<file path="config.mk">
export PLATFORM = sky130hd
export DESIGN_NAME = sel23_arbiter
export DESIGN_NICKNAME = d
export VERILOG_FILES = /design/src/rtl/sel23_arbiter.sv
export SDC_FILE = /design/constraint.sdc
export NUM_CORES = 1
export LEC_CHECK = 0
export BUFFER_PORTS_ARGS = -buffer_cell sky130_fd_sc_hd__buf_2
export CORE_MARGIN = 3
export CORE_UTILIZATION = 25
export CTS_BUF_LIST = sky130_fd_sc_hd__clkbuf_4 sky130_fd_sc_hd__clkbuf_8
export CTS_CLUSTER_SIZE = 24
export DETAILED_ROUTE_END_ITERATION = 12
export PLACE_DENSITY_LB_ADDON = 0.25
export SYNTH_ARGS = -nofsm -noshare
export SYNTH_HDL_FRONTEND = slang
export SYNTH_SLANG_ARGS = --single-unit
</file>
<file path="constraint.sdc">
create_clock -name clk -period 4.3 [get_ports clk]
set_input_delay 0.43 -clock clk [delete_from_list [all_inputs] [get_ports clk]]
set_output_delay 0.43 -clock clk [all_outputs]
set_load 0.005 [all_outputs]
</file>
<file path="src/rtl/sel23_arbiter.sv">
// sel23_arbiter: round-robin arbiter/sequencer for the shared 8-source selector (sel/EN registered).
// Grant 2 cycles after request; one EN=0 blank slot on every source change; SEL23_AUTOSCAN_EN adds an idle scan.
module sel23_arbiter #(
  parameter int MAX_HOLD    = 16,
  parameter int SCAN_PERIOD = 1000
) (
  input  logic       clk,
  input  logic       rst,
  input  logic [7:0] req,
  output logic [2:0] sel,
  output logic       EN,
  output logic [7:0] grant,
  output logic       busy
);

  typedef enum logic [1:0] {
    IDLE   = 2'd0,
    SWITCH = 2'd1,
    GRANT  = 2'd2
  } state_t;

  localparam logic [15:0] HOLD_LAST = 16'(MAX_HOLD - 1);

  state_t      state;
  logic [15:0] hold_cnt;
  logic [2:0]  last;
  logic [2:0]  pick;
  logic        owner_req;
  logic        others;

`ifdef SEL23_AUTOSCAN_EN
  localparam int SCAN_W = (SCAN_PERIOD > 1) ? $clog2(SCAN_PERIOD) : 1;
  localparam logic [SCAN_W-1:0] SCAN_LAST = SCAN_W'(SCAN_PERIOD - 1);
  logic [SCAN_W-1:0] scan_cnt;
`endif

  // First set bit at or after last+1, wrapping; the current owner (== last in GRANT) is visited last.
  function automatic logic [2:0] rr_pick(input logic [7:0] r, input logic [2:0] l);
    logic [2:0] idx;
    logic [2:0] res;
    logic       found;
    res   = 3'd0;
    found = 1'b0;
    for (int i = 1; i <= 8; i++) begin
      idx = l + 3'(i);
      if (!found && r[idx]) begin
        res   = idx;
        found = 1'b1;
      end
    end
    return res;
  endfunction

  always_comb begin
    pick      = rr_pick(req, last);
    owner_req = req[sel];
    others    = |(req & ~(8'd1 << sel));
  end

  always_ff @(posedge clk) begin
    if (rst) begin
      state    <= IDLE;
      sel      <= 3'd0;
      EN       <= 1'b0;
      grant    <= 8'd0;
      busy     <= 1'b0;
      hold_cnt <= 16'd0;
      last     <= 3'd7;
`ifdef SEL23_AUTOSCAN_EN
      scan_cnt <= '0;
`endif
    end else begin
      case (state)
        IDLE: begin
          if (|req) begin
            sel   <= pick;
            state <= SWITCH;
            busy  <= 1'b1;
            EN    <= 1'b0;
`ifdef SEL23_AUTOSCAN_EN
            scan_cnt <= '0;
`endif
          end else begin
`ifdef SEL23_AUTOSCAN_EN
            EN <= 1'b1;
            if (scan_cnt == SCAN_LAST) begin
              scan_cnt <= '0;
              sel      <= sel + 3'd1;
            end else begin
              scan_cnt <= scan_cnt + 1'b1;
            end
`else
            EN <= 1'b0;
`endif
          end
        end
        SWITCH: begin
          if (owner_req) begin
            state    <= GRANT;
            EN       <= 1'b1;
            grant    <= 8'd1 << sel;
            last     <= sel;
            hold_cnt <= 16'd0;
          end else if (|req) begin
            sel <= pick;
          end else begin
            state <= IDLE;
            busy  <= 1'b0;
          end
        end
        GRANT: begin
          if (hold_cnt != HOLD_LAST) hold_cnt <= hold_cnt + 16'd1;
          if (!owner_req) begin
            EN    <= 1'b0;
            grant <= 8'd0;
            if (|req) begin
              sel   <= pick;
              state <= SWITCH;
            end else begin
              state <= IDLE;
              busy  <= 1'b0;
            end
          end else if (hold_cnt == HOLD_LAST && others) begin
            sel   <= pick;
            state <= SWITCH;
            EN    <= 1'b0;
            grant <= 8'd0;
          end
        end
        default: begin
          state <= IDLE;
          EN    <= 1'b0;
          grant <= 8'd0;
          busy  <= 1'b0;
        end
      endcase
    end
  end

endmodule

</file>
# == Word level (Yosys, flattened, before mapping) ==
# Index checks and enable logic that the tools add are counted.
# word_totals
reg_bits,34
input_bits,10
output_inout_bits,13
wordCells,128
# op_classes
add_sub_neg,8
magnitude_cmp,9
eq_ne,12
shift,1
muxes,60
n_bitwise,3
n_reduce_logical,28
# op_table
op,count
$lt 3x4->1 const B,9
$mux 3,12
$mux 16,2
$pmux 16 s2,1
$bmux 1 s3,9
$mux 8,3
$pmux 8 s3,1
$mux 1,23
$add 16x1->16 const B,1
$eq 16x4->1 const B,1
$ne 16x4->1 const B,1
$reduce_or 8->1,2
$reduce_and 3->1,5
$add 3x3->3 const B,4
$ne 2x2->1 const B,6
$mux 2,5
$pmux 3 s3,1
$and 8x8->8,1
$logic_and 1x1->1,8
$not 8->8,1
$shl 1x3->8 const A,1
$logic_not 1->1,7
$add 3x2->3 const B,2
$ne 3x3->1 const B,2
11 further kinds,13

# == Logic depth before layout (Yosys ltp) ==
# Gate-level depths: netlist of the first run.
# depth
word_depth,28
ltp_mapped,11
depth_no_buf,8

# == Worst setup path after synthesis of the first run ==
# OpenSTA, ideal clock, no wires.
# synth_timing
kind,reg-to-reg
startpoint,reg last[1]
endpoint,reg sel[1]
setup_ps,93
t_arrival_ps,2878
t_required_ps,4207
setup_slack_ps,1329
path_stages_with_launch,12
path_buffers,3
period_less_slack_ps,2971
path_cell_list,dfxtp_1 > buf_2 > buf_2 > inv_1 > ha_1 > buf_6 > mux2_4 > mux4_2 > and4bb_4 > nor4b_4 > nand4_1 > o311ai_2
# synth_via
elab_chain_len,28
word_cells_on_any_way,57
cone_classes,add/sub: 7; mux: 36; reduce/logical: 14
# synth_rtl
element,line_no,rtl
start: declaration,26,logic [2:0] last;
start signal: assignment,102,last <= sel;
$add 3x1->3,45,idx = l + 3'(i);
$bmux 1 s3,46,if (!found && r[idx]) begin
$mux 1 (not written as such),46,
$mux 1,46,
$logic_not 1->1,46,
$logic_and 1x1->1,46,
$mux 1,46,
$logic_not 1->1,46,
[12 not listed],-,
$logic_and 1x1->1,46,
$mux 1,46,
$logic_not 1->1,46,
$logic_and 1x1->1,46,
$mux 3 *,46,
"$mux 3, on equally long branches",-,
"$mux 3, on equally long branches","113, 98",
$pmux 3 s3 *,73,case (state)
end signal: assignment,76,sel <= pick;
end signal: assignment,105,sel <= pick;
end signal: assignment,117,sel <= pick;
end: declaration,10,"output logic [2:0] sel,"
# Mark *: on every way between the ends. The rest lies on a longest branch, timed or not. The select of a mux whose other input is x is not followed.
# A chain may end at the register's enable or synchronous reset.

# == Worst setup path after layout of the first run ==
# layout_timing
startpoint,reg last[0]
endpoint,reg sel[1]
# The elaborated chain is that of the path after synthesis.

==> impl_metrics.toml, run 1 <==
[routing]
drtPass1Iterations = 4
wire_per_inst_microns = 15.37
drt-initial-drc-count = 122
routed-via-count = 2435
drcViolationCount = 0
ant_nets = 0
wirelength_mm = 7.069
routed_via_density = 5.293

[power_and_ir_drop]
p_leak_nw = 1.217
clkPwrFrac = 0.152
ir_drop_mv = 0.2924
swShare = 0.4556
pwr-share-seq = 0.247
power_density_mw_per_mm2 = 551.5
p_comb_frac = 0.601
internal-power_mw = 0.9173
switching_power_mw = 0.7678

[setup_path]
ff2ff_path_depth = 9
reg2reg_slack_ns = 1.08
worstSetupEndpointType = "register"
critPathKind = "reg -> reg"
cp_top_family = "multiplexers"
critPathSlowestCell = "ha_1"
path_cells = "buf_4 > inv_1 > ha_1 > mux2_2 > mux4_2 > and4bb_4 > nor4b_4 > nand4_1 > o311ai_2"
required_ns = 4.50
cp_num_cells = 9
cp_num_buf_inv = 2
worstPathArrival_ns = 3.42
slowest_delay_ns = 0.63
cp-start-kind = "register"
critPathMaxFanout = 15

[cells_and_area]
fin_nets = 341
regArea_sq_um = 680.7
n_antenna_cell = 0
final_util = 0.2907
drive_gt1_frac = 0.2191
areaGrowthSynthToFinish_pct = 10.70
fillCellCount = 1102
multiInputGateArea_sq_mm = 0.001932

[clock_network]
cts_tree = "done"
insertion_delay_ns = 0.29
clk_pin_slew_ns = 0.08
clockBufferDepth = 2
cts_root_buffer = "clkbuf_8"
htreeDepth = 2
cts-buffers-inserted = 5
postCtsSetupRepairBufs = 0
cts_hold_buf = 0
cts_resized = 0
clock_sinks = 34

[sta]
max_clock_freq_mhz = 310.9
rsz0062_at_grt = "no"
finalHoldViolations = 0
drv_slew = 0
worst_pin_slew_ns = 1.074
relSlewSlack = 0.2818
fin_crit_sh = 0.7481
setup_violations = 0
setup_tns_ns = 0
finalClockSkew_ns = 0.003908
fin_crit_ns = 3.217

[synthesis]
ys_async_sr_fraction = 0
yosys.area.top_type = "dfxtp_1"
synth_area_leaders = "dfxtp_1 25%, mux4_2 5.7%, mux2i_1 4.4%, nor2_1 4.2%, mux4_1 3.8%"
synth_edf_count = 0
synth_nets = 326
avgSynthCellArea_sq_um = 8.962
yosysWarnings = 0
ys.flop_type = "dfxtp_1"
synthCells = 308
synth_commonest_cells = "34 x dfxtp_1, 31 x nor2_1, 28 x nand2_1"
ys_types = 64
syn_area_sq_mm = 0.002760
synth_most_common_cell = "dfxtp_1"
ys_ff_latch = 34
netlist.area_leader.share = 0.2466
synth_seq_area_share = 0.2466

[global_route]
grt_pass1_vias = 2277
overflow = 0
grt_util_all_layers = 0.1119
grt_pass1_wl_mm = 11.52
grt_max_degree = 17
antenna_found_initial = 0

[placed_design]
gp_congestion = 0.8779
io_buffers = 22
dp_hpwl_mm = 4.987

[floorplanning]
ioPinCount = 23
fp.dieH_microns = 111.1
die_area_sq_mm = 0.01234
initial_core_util = 0.2627
die_w_microns = 111.1
rows = 37
core_sq_mm = 0.01051

[flow_run]
drv_cap = 0

[hold_path]
min_path_cells = 2
hold_class = "reg -> reg"

[outcome]
status = "complete, no violations"
[flip-flops by register name (all words and copies together) (netlist names)]
name	count
hold_cnt	16
grant	8
last	3
sel	3
state	2
EN	1
busy	1
[placed cells by master, fill, tap and decap left out, drive strengths merged, types with 7 or more instances in the layout]
cell | Yosys | routed
a31oi | 9 | 9
nor2 | 32 | 32
mux2 | 10 | 10
dfxtp | 34 | 34
o21ai | 13 | 13
nand3 | 7 | 7
nand2 | 28 | 28
ha | 8 | 8
xnor2 | 7 | 7
mux4 | 11 | 11
mux2i | 14 | 14
nor3 | 11 | 11
a21oi | 15 | 15
buf | 10 | 24
inv | 13 | 13
[area by class of cell]
cell class / count / share of cell area
Multi-Input combinational cell: 244 / 0.6323
Sequential cell: 34 / 0.2228
Tap cell: 136 / 0.05569
Timing Repair Buffer: 24 / 0.04095
Clock buffer: 6 / 0.02703
Inverter: 14 / 0.01720
Clock inverter: 2 / 0.004095
[logic make-up (layout without fill, tap and decap cells)]
group                      count (synthesis)  in the layout  share of synthesized area
AOI/OAI and AO/OA                         76             76                     0.2063
DFF                                       34             34                     0.2466
adders and majority gates                  8              8                    0.03627
and+or+nand+nor                          115            115                     0.2335
muxes                                     35             35                     0.1922
buffers and inverters                     30             46                    0.05349
xor gates and xnor gates                  10             10                    0.03173
[final timing paths]
path              startpoint  endpoint
setup / recovery     last[0]    sel[1]
hold / removal          busy      busy
hold reg to reg         busy      busy
setup reg to reg     last[0]    sel[1]
[stage by stage]
stage | hold WS (ns) | area, sq um | worst slack [ns] | power (mW) | cells
6_report | 0.4575 | 3055 | 1.083 | 1.685 | 460
5_1_grt | 0.4789 | 3055 | 0.8973 | 1.828 | 460
4_1_cts | 0.4586 | 3055 | 1.070 | 1.688 | 460
3_5_place_dp | 0.4458 | 2960 | 1.101 | 1.424 | 452
3_3_place_gp | 0.4405 | 2960 | 1.156 | 1.428 | 452
2_1_floorplan | 0.4483 | 2760 | 1.329 | 1.243 | 308
[power groups by stage]
stage / combinational (mW) / clock [mW] / sequential (mW)
finish: 1.01 / 0.256 / 0.417
detailed placement: 1.00 / 0 / 0.424
floorplan: 0.859 / 0 / 0.383
global placement: 1.00 / 0 / 0.424
CTS: 1.01 / 0.264 / 0.417
global route: 1.13 / 0.278 / 0.425
[worst reg2reg max path: cells and delay by family (launching register included)]
family	cells	cell delay (ns)
AO/OA/AOI/OAI	1	0.12
adder cells (fa/ha/maj)	1	0.63
buffers and inverters	2	0.37
flip-flops	1	0.31
multiplexers	2	0.93
AND/OR/NAND/NOR	3	0.76
[metal layers]
layer,wire (microns),global-route usage,up-vias
met5,0,0,-
met4,108,0.04217,0
met3,181,0.01910,7
met2,3172,0.1703,43
met1,3606,0.1581,1182
li1,-,-,1203
Power figures use the tool's default switching activity.
==> run 2: changes to the inputs <==
==> constraint.sdc (replaced) <==
create_clock -name clk -period 3.1 [get_ports clk]
set_input_delay 0.31 -clock clk [delete_from_list [all_inputs] [get_ports clk]]
set_output_delay 0.31 -clock clk [all_outputs]
set_load 0.005 [all_outputs]
==> run 2 against run 1 <==
Against the previous run:
- hold slack got worse by 0.083 ns
- routed wire length shrank 3.1%
- core utilization is 0.60 points higher
- design area grew 2.0%
- non-clock buffer count grew 9
- sequential share of layout area is 0.45 points lower
- worst setup slack lost 0.80 ns
- cell count rose by 2.0%
- total power rose by 40%
- largest cell class unchanged
- flip-flop and latch count is the same
- via count is 0.66% higher
- highest routed layer unchanged
- critical endpoint unchanged
==> impl_metrics.toml, run 2 (synthesized netlist as in run 1, its figures left out) <==
[outcome]
status = "complete, no violations"

[routing]
routed_via_density = 5.226
ant_nets = 0
drcViolationCount = 0
wirelength_mm = 6.847
routed-via-count = 2451
wire_per_inst_microns = 14.60
drtPass1Iterations = 4
drt-initial-drc-count = 84

[placed_design]
dp.cells = 461
gp_congestion = 0.7886
dp_hpwl_mm = 5.069
io_buffers = 22
postPlaceCellArea_sq_mm = 0.003028

[setup_path]
cp_num_buf_inv = 1
slowest_delay_ns = 0.52
required_ns = 3.30
startpoint = "last[1]"
critPathKind = "reg -> reg"
cp_top_family = "multiplexers"
critPathSlowestCell = "ha_1"
critPathMaxFanout = 9
cp-start-kind = "register"
worstSetupEndpointType = "register"
worstPathArrival_ns = 3.01
path_cells = "inv_1 > ha_1 > mux2_2 > mux4_2 > and4bb_4 > nor4b_4 > nand4_1 > o311ai_2"
r2r_start = "last[1]"

[clock_network]
clockBufferDepth = 2
insertion_delay_ns = 0.29
cts_hold_buf = 0
cts_resized = 0
clk_pin_slew_ns = 0.08
htreeDepth = 2
clock_sinks = 34
postCtsSetupRepairBufs = 0
cts_root_buffer = "clkbuf_8"
cts-buffers-inserted = 5
cts_tree = "done"

[floorplanning]
ioPinCount = 23
initial_core_util = 0.2627
die_w_microns = 111.1
die_area_sq_mm = 0.01234
core_sq_mm = 0.01051
rows = 37
fp.dieH_microns = 111.1

[cells_and_area]
top_register = "hold_cnt"
drive_gt1_frac = 0.2402
largest_reg_flops = 16
stdcell_area_sq_mm = 0.003118
reg_top3 = "hold_cnt: 16 flops, grant: 8 flops"
final_cell_mix = "34 x dfxtp_1, 31 x nor2_1, 28 x nand2_1"
layout_commonest_cell = "dfxtp_1"
n_antenna_cell = 0
instances_no_fill = 469
fin_nets = 350
areaGrowthSynthToFinish_pct = 12.96

[sta]
relSlewSlack = 0.3183
fin_crit_ns = 2.813
drv_slew = 0
max_clock_freq_mhz = 355.5
finalClockSkew_ns = 0.01488
finalHoldViolations = 0
fin_crit_sh = 0.9073
setup_tns_ns = 0
hold_ws_ns = 0.3746
setup_violations = 0
worst_pin_slew_ns = 1.016
rsz0062_at_grt = "no"

[hold_path]
hold_class = "in -> reg"
hold_start = "rst"

[flow_run]
drv_cap = 0

[power_and_ir_drop]
power_density_mw_per_mm2 = 758.9
ir_drop_mv = 0.3368
p_total_mw = 2.366
p_leak_nw = 1.264

[global_route]
grt_pass1_vias = 2333
grt_pass1_wl_mm = 11.82
grt_max_degree = 17
antenna_found_initial = 0
overflow = 0
grt_util_all_layers = 0.1127
## run 2: layout make-up
class / count / area [sq um]
well taps: 136 / 170.2
clock inverters: 2 / 13.76
inverters: 14 / 52.55
repair buffers: 33 / 192.7
fillers: 1101 / 7391
multi-input cells: 244 / 1932
clock buffers: 6 / 76.32
flip-flops and latches: 34 / 680.7
## run 2: per-stage QoR
stage          utilization  worst slack [ns]
5_1_grt             0.2967            0.1659
6_report            0.2967            0.2874
3_3_place_gp        0.2881            0.3285
2_1_floorplan            -            0.1288
4_1_cts             0.2967            0.2965
3_5_place_dp        0.2881            0.3024
## run 2: where the power goes
group	internal [mW]	switching, mW
combinational	0.665	0.809
clock	0.167	0.163
sequential	0.486	0.0755
## run 2: worst register-to-register path, stage by stage, from the launching register on
cell	delay [ns]
dfxtp_1	0.32
inv_1	0.08
ha_1	0.52
mux2_2	0.39
mux4_2	0.52
and4bb_4	0.38
nor4b_4	0.27
nand4_1	0.15
o311ai_2	0.11
## run 2: final timing paths
check	endpoint	slack, ns	cells after the start
min reg2reg	grant[2]	0.46	1
min	busy	0.37	2
max reg2reg	sel[1]	0.29	8
max	sel[1]	0.29	8
## run 2: layer usage
layer	global-route usage	wire, microns
met5	0	0
met4	0.03163	78
met3	0.01638	195
met2	0.1873	3271
met1	0.1525	3302
==> run 3: changes to the inputs <==
--- a/config.mk
+++ b/config.mk
@@ -12,6 +12,7 @@
 export CTS_CLUSTER_SIZE = 24
 export DETAILED_ROUTE_END_ITERATION = 12
 export PLACE_DENSITY_LB_ADDON = 0.25
+export SETUP_SLACK_MARGIN = 0.4
 export SYNTH_ARGS = -nofsm -noshare
 export SYNTH_HDL_FRONTEND = slang
 export SYNTH_SLANG_ARGS = --single-unit
==> run 3 against run 2 <==
Against the previous run:
- maximum frequency increased by 7.5%
- core utilization is 0.51 points higher
- routed wire length is 2.8% higher
- sequential power grew 2%
- clock-buffer cell count shrank 1
- global-route usage rose by 0.45 points
- sequential share of layout area decreased by 0.29 points
==> impl_metrics.toml, run 3 (synthesized netlist as in run 1, its figures left out) <==
[clock_network]
cts-buffers-inserted = 5
cts_root_buffer = "clkbuf_8"
insertion_delay_ns = 0.30
clock_sinks = 34
clk_pin_slew_ns = 0.08
htreeDepth = 2
clockBufferDepth = 2
cts_hold_buf = 0
cts_tree = "done"

[routing]
routed-via-count = 2439
drcViolationCount = 0
wl_met3_microns = 291
met1_length_mm = 3.507
ant_nets = 0
drt-initial-drc-count = 127
met2_length_mm = 3.142
routed_via_density = 5.189
topRoutingLayerUsed = "met4"
drtPass1Iterations = 4
wirelength_mm = 7.036
wire_per_inst_microns = 14.97

[setup_path]
cp-start-kind = "register"
critPathMaxFanout = 9
required_ns = 3.27
critPathKind = "reg -> reg"
worstSetupEndpointType = "register"
worstPathArrival_ns = 2.78

[cells_and_area]
largest_reg_flops = 16
instances_no_fill = 470
fillCellCount = 1111
final_util = 0.3018
layout_commonest_cell = "dfxtp_1"
fin_nets = 351
final_cell_mix = "32 x dfxtp_1, 31 x nor2_1, 28 x nand2_1"
stdcell_area_sq_mm = 0.003172
areaGrowthSynthToFinish_pct = 14.91
n_antenna_cell = 0
drive_gt1_frac = 0.2635
reg_top3 = "hold_cnt: 16 flops, grant: 8 flops"
top_register = "hold_cnt"

[global_route]
grt_util_all_layers = 0.1172
grt_pass1_wl_mm = 12.14
grt_max_degree = 16
overflow = 0
grt_pass1_vias = 2429
antenna_found_initial = 0

[sta]
max_clock_freq_mhz = 382.3
rsz0062_at_grt = "yes"
fin_ws_ns = 0.4842
fin_crit_sh = 0.8438
finalHoldViolations = 0
setup_tns_ns = 0
relSlewSlack = 0.5382
fin_crit_ns = 2.616
worst_pin_slew_ns = 0.6855
setup_violations = 0
finalClockSkew_ns = 0.01294
drv_slew = 0

[floorplanning]
initial_core_util = 0.2627
fp.dieH_microns = 111.1
rows = 37
die_area_sq_mm = 0.01234
ioPinCount = 23
die_w_microns = 111.1
core_sq_mm = 0.01051

[placed_design]
pre_cts_ws_ns = 0.4302
dp.cells = 460
io_buffers = 22
gp_congestion = 0.8641
dp_hpwl_mm = 5.228
postPlaceCellArea_sq_mm = 0.003043

[power_and_ir_drop]
ir_drop_mv = 0.2519
p_leak_nw = 1.259
power_density_mw_per_mm2 = 783.8

[outcome]
status = "complete, no violations"

[hold_path]
hold_class = "in -> reg"

[flow_run]
drv_cap = 0
[run 3: cell count changes in the layout (fill, tap and decap cells not counted), moves of 2 or more]
| cell | delta |
|---|---|
| clkinvlp_4 | +2 |
| inv_1 | -2 |
| dfxtp_1 | -2 |
| dfxtp_2 | +2 |
[run 3: cell type report]
| class | instances | area, sq um | share of cell area |
|---|---|---|---|
| Sequential cell | 34 | 683.2 | 0.2154 |
| Inverter | 14 | 60.06 | 0.01893 |
| Multi-Input combinational cell | 244 | 1944 | 0.6130 |
| Clock buffer | 5 | 68.82 | 0.02170 |
| Tap cell | 136 | 170.2 | 0.05365 |
| Timing Repair Buffer | 34 | 200.2 | 0.06312 |
| Clock inverter | 3 | 45.04 | 0.01420 |
[run 3: what timing repair did]
action,in CTS,in global routing
endpoints found under the setup margin,1,5
buffers inserted,1,1
hold endpoints to repair,0,0
pin swaps,1,1
gates resized for setup,0,2
[run 3: metrics by stage]
stage	hold slack [ns]	total power, mW
3_5_place_dp	0.4479	2.055
4_1_cts	0.3752	2.488
5_1_grt	0.3926	2.700
6_report	0.3846	2.486
2_1_floorplan	0.4483	1.767
3_3_place_gp	0.4406	2.064
[run 3: worst paths after layout]
path                               from     endpoint  slack, ns  depth (start not counted)
worst max-delay path            last[0]       sel[1]       0.48                          8
worst min-delay path                rst  hold_cnt[0]       0.38                          2
worst min register to register     busy         busy       0.46                          2
worst max register to register  last[0]       sel[1]       0.48                          8
[run 3: worst max-delay path, cell delays in order, from the launching register on]
cell      delay [ns]
dfxtp_2         0.37
inv_6           0.05
ha_4            0.33
mux2_2          0.35
mux4_2          0.52
and4bb_4        0.38
nor4b_4         0.23
buf_4           0.15
o311ai_2        0.09
[run 3: report_power, final]
group / internal [mW] / leakage (nW) / switching [mW]
registers: 0.488 / 0.275 / 0.0851
logic: 0.680 / 0.933 / 0.818
clock network: 0.239 / 0.0504 / 0.176
total: 1.41 / 1.26 / 1.08
[run 3: per-layer routing]
| metal | GRT usage | up-vias |
|---|---|---|
| met5 | 0 | - |
| met4 | 0.03001 | 0 |
| met3 | 0.02183 | 9 |
| met2 | 0.1865 | 47 |
| met1 | 0.1637 | 1149 |
| li1 | - | 1234 |
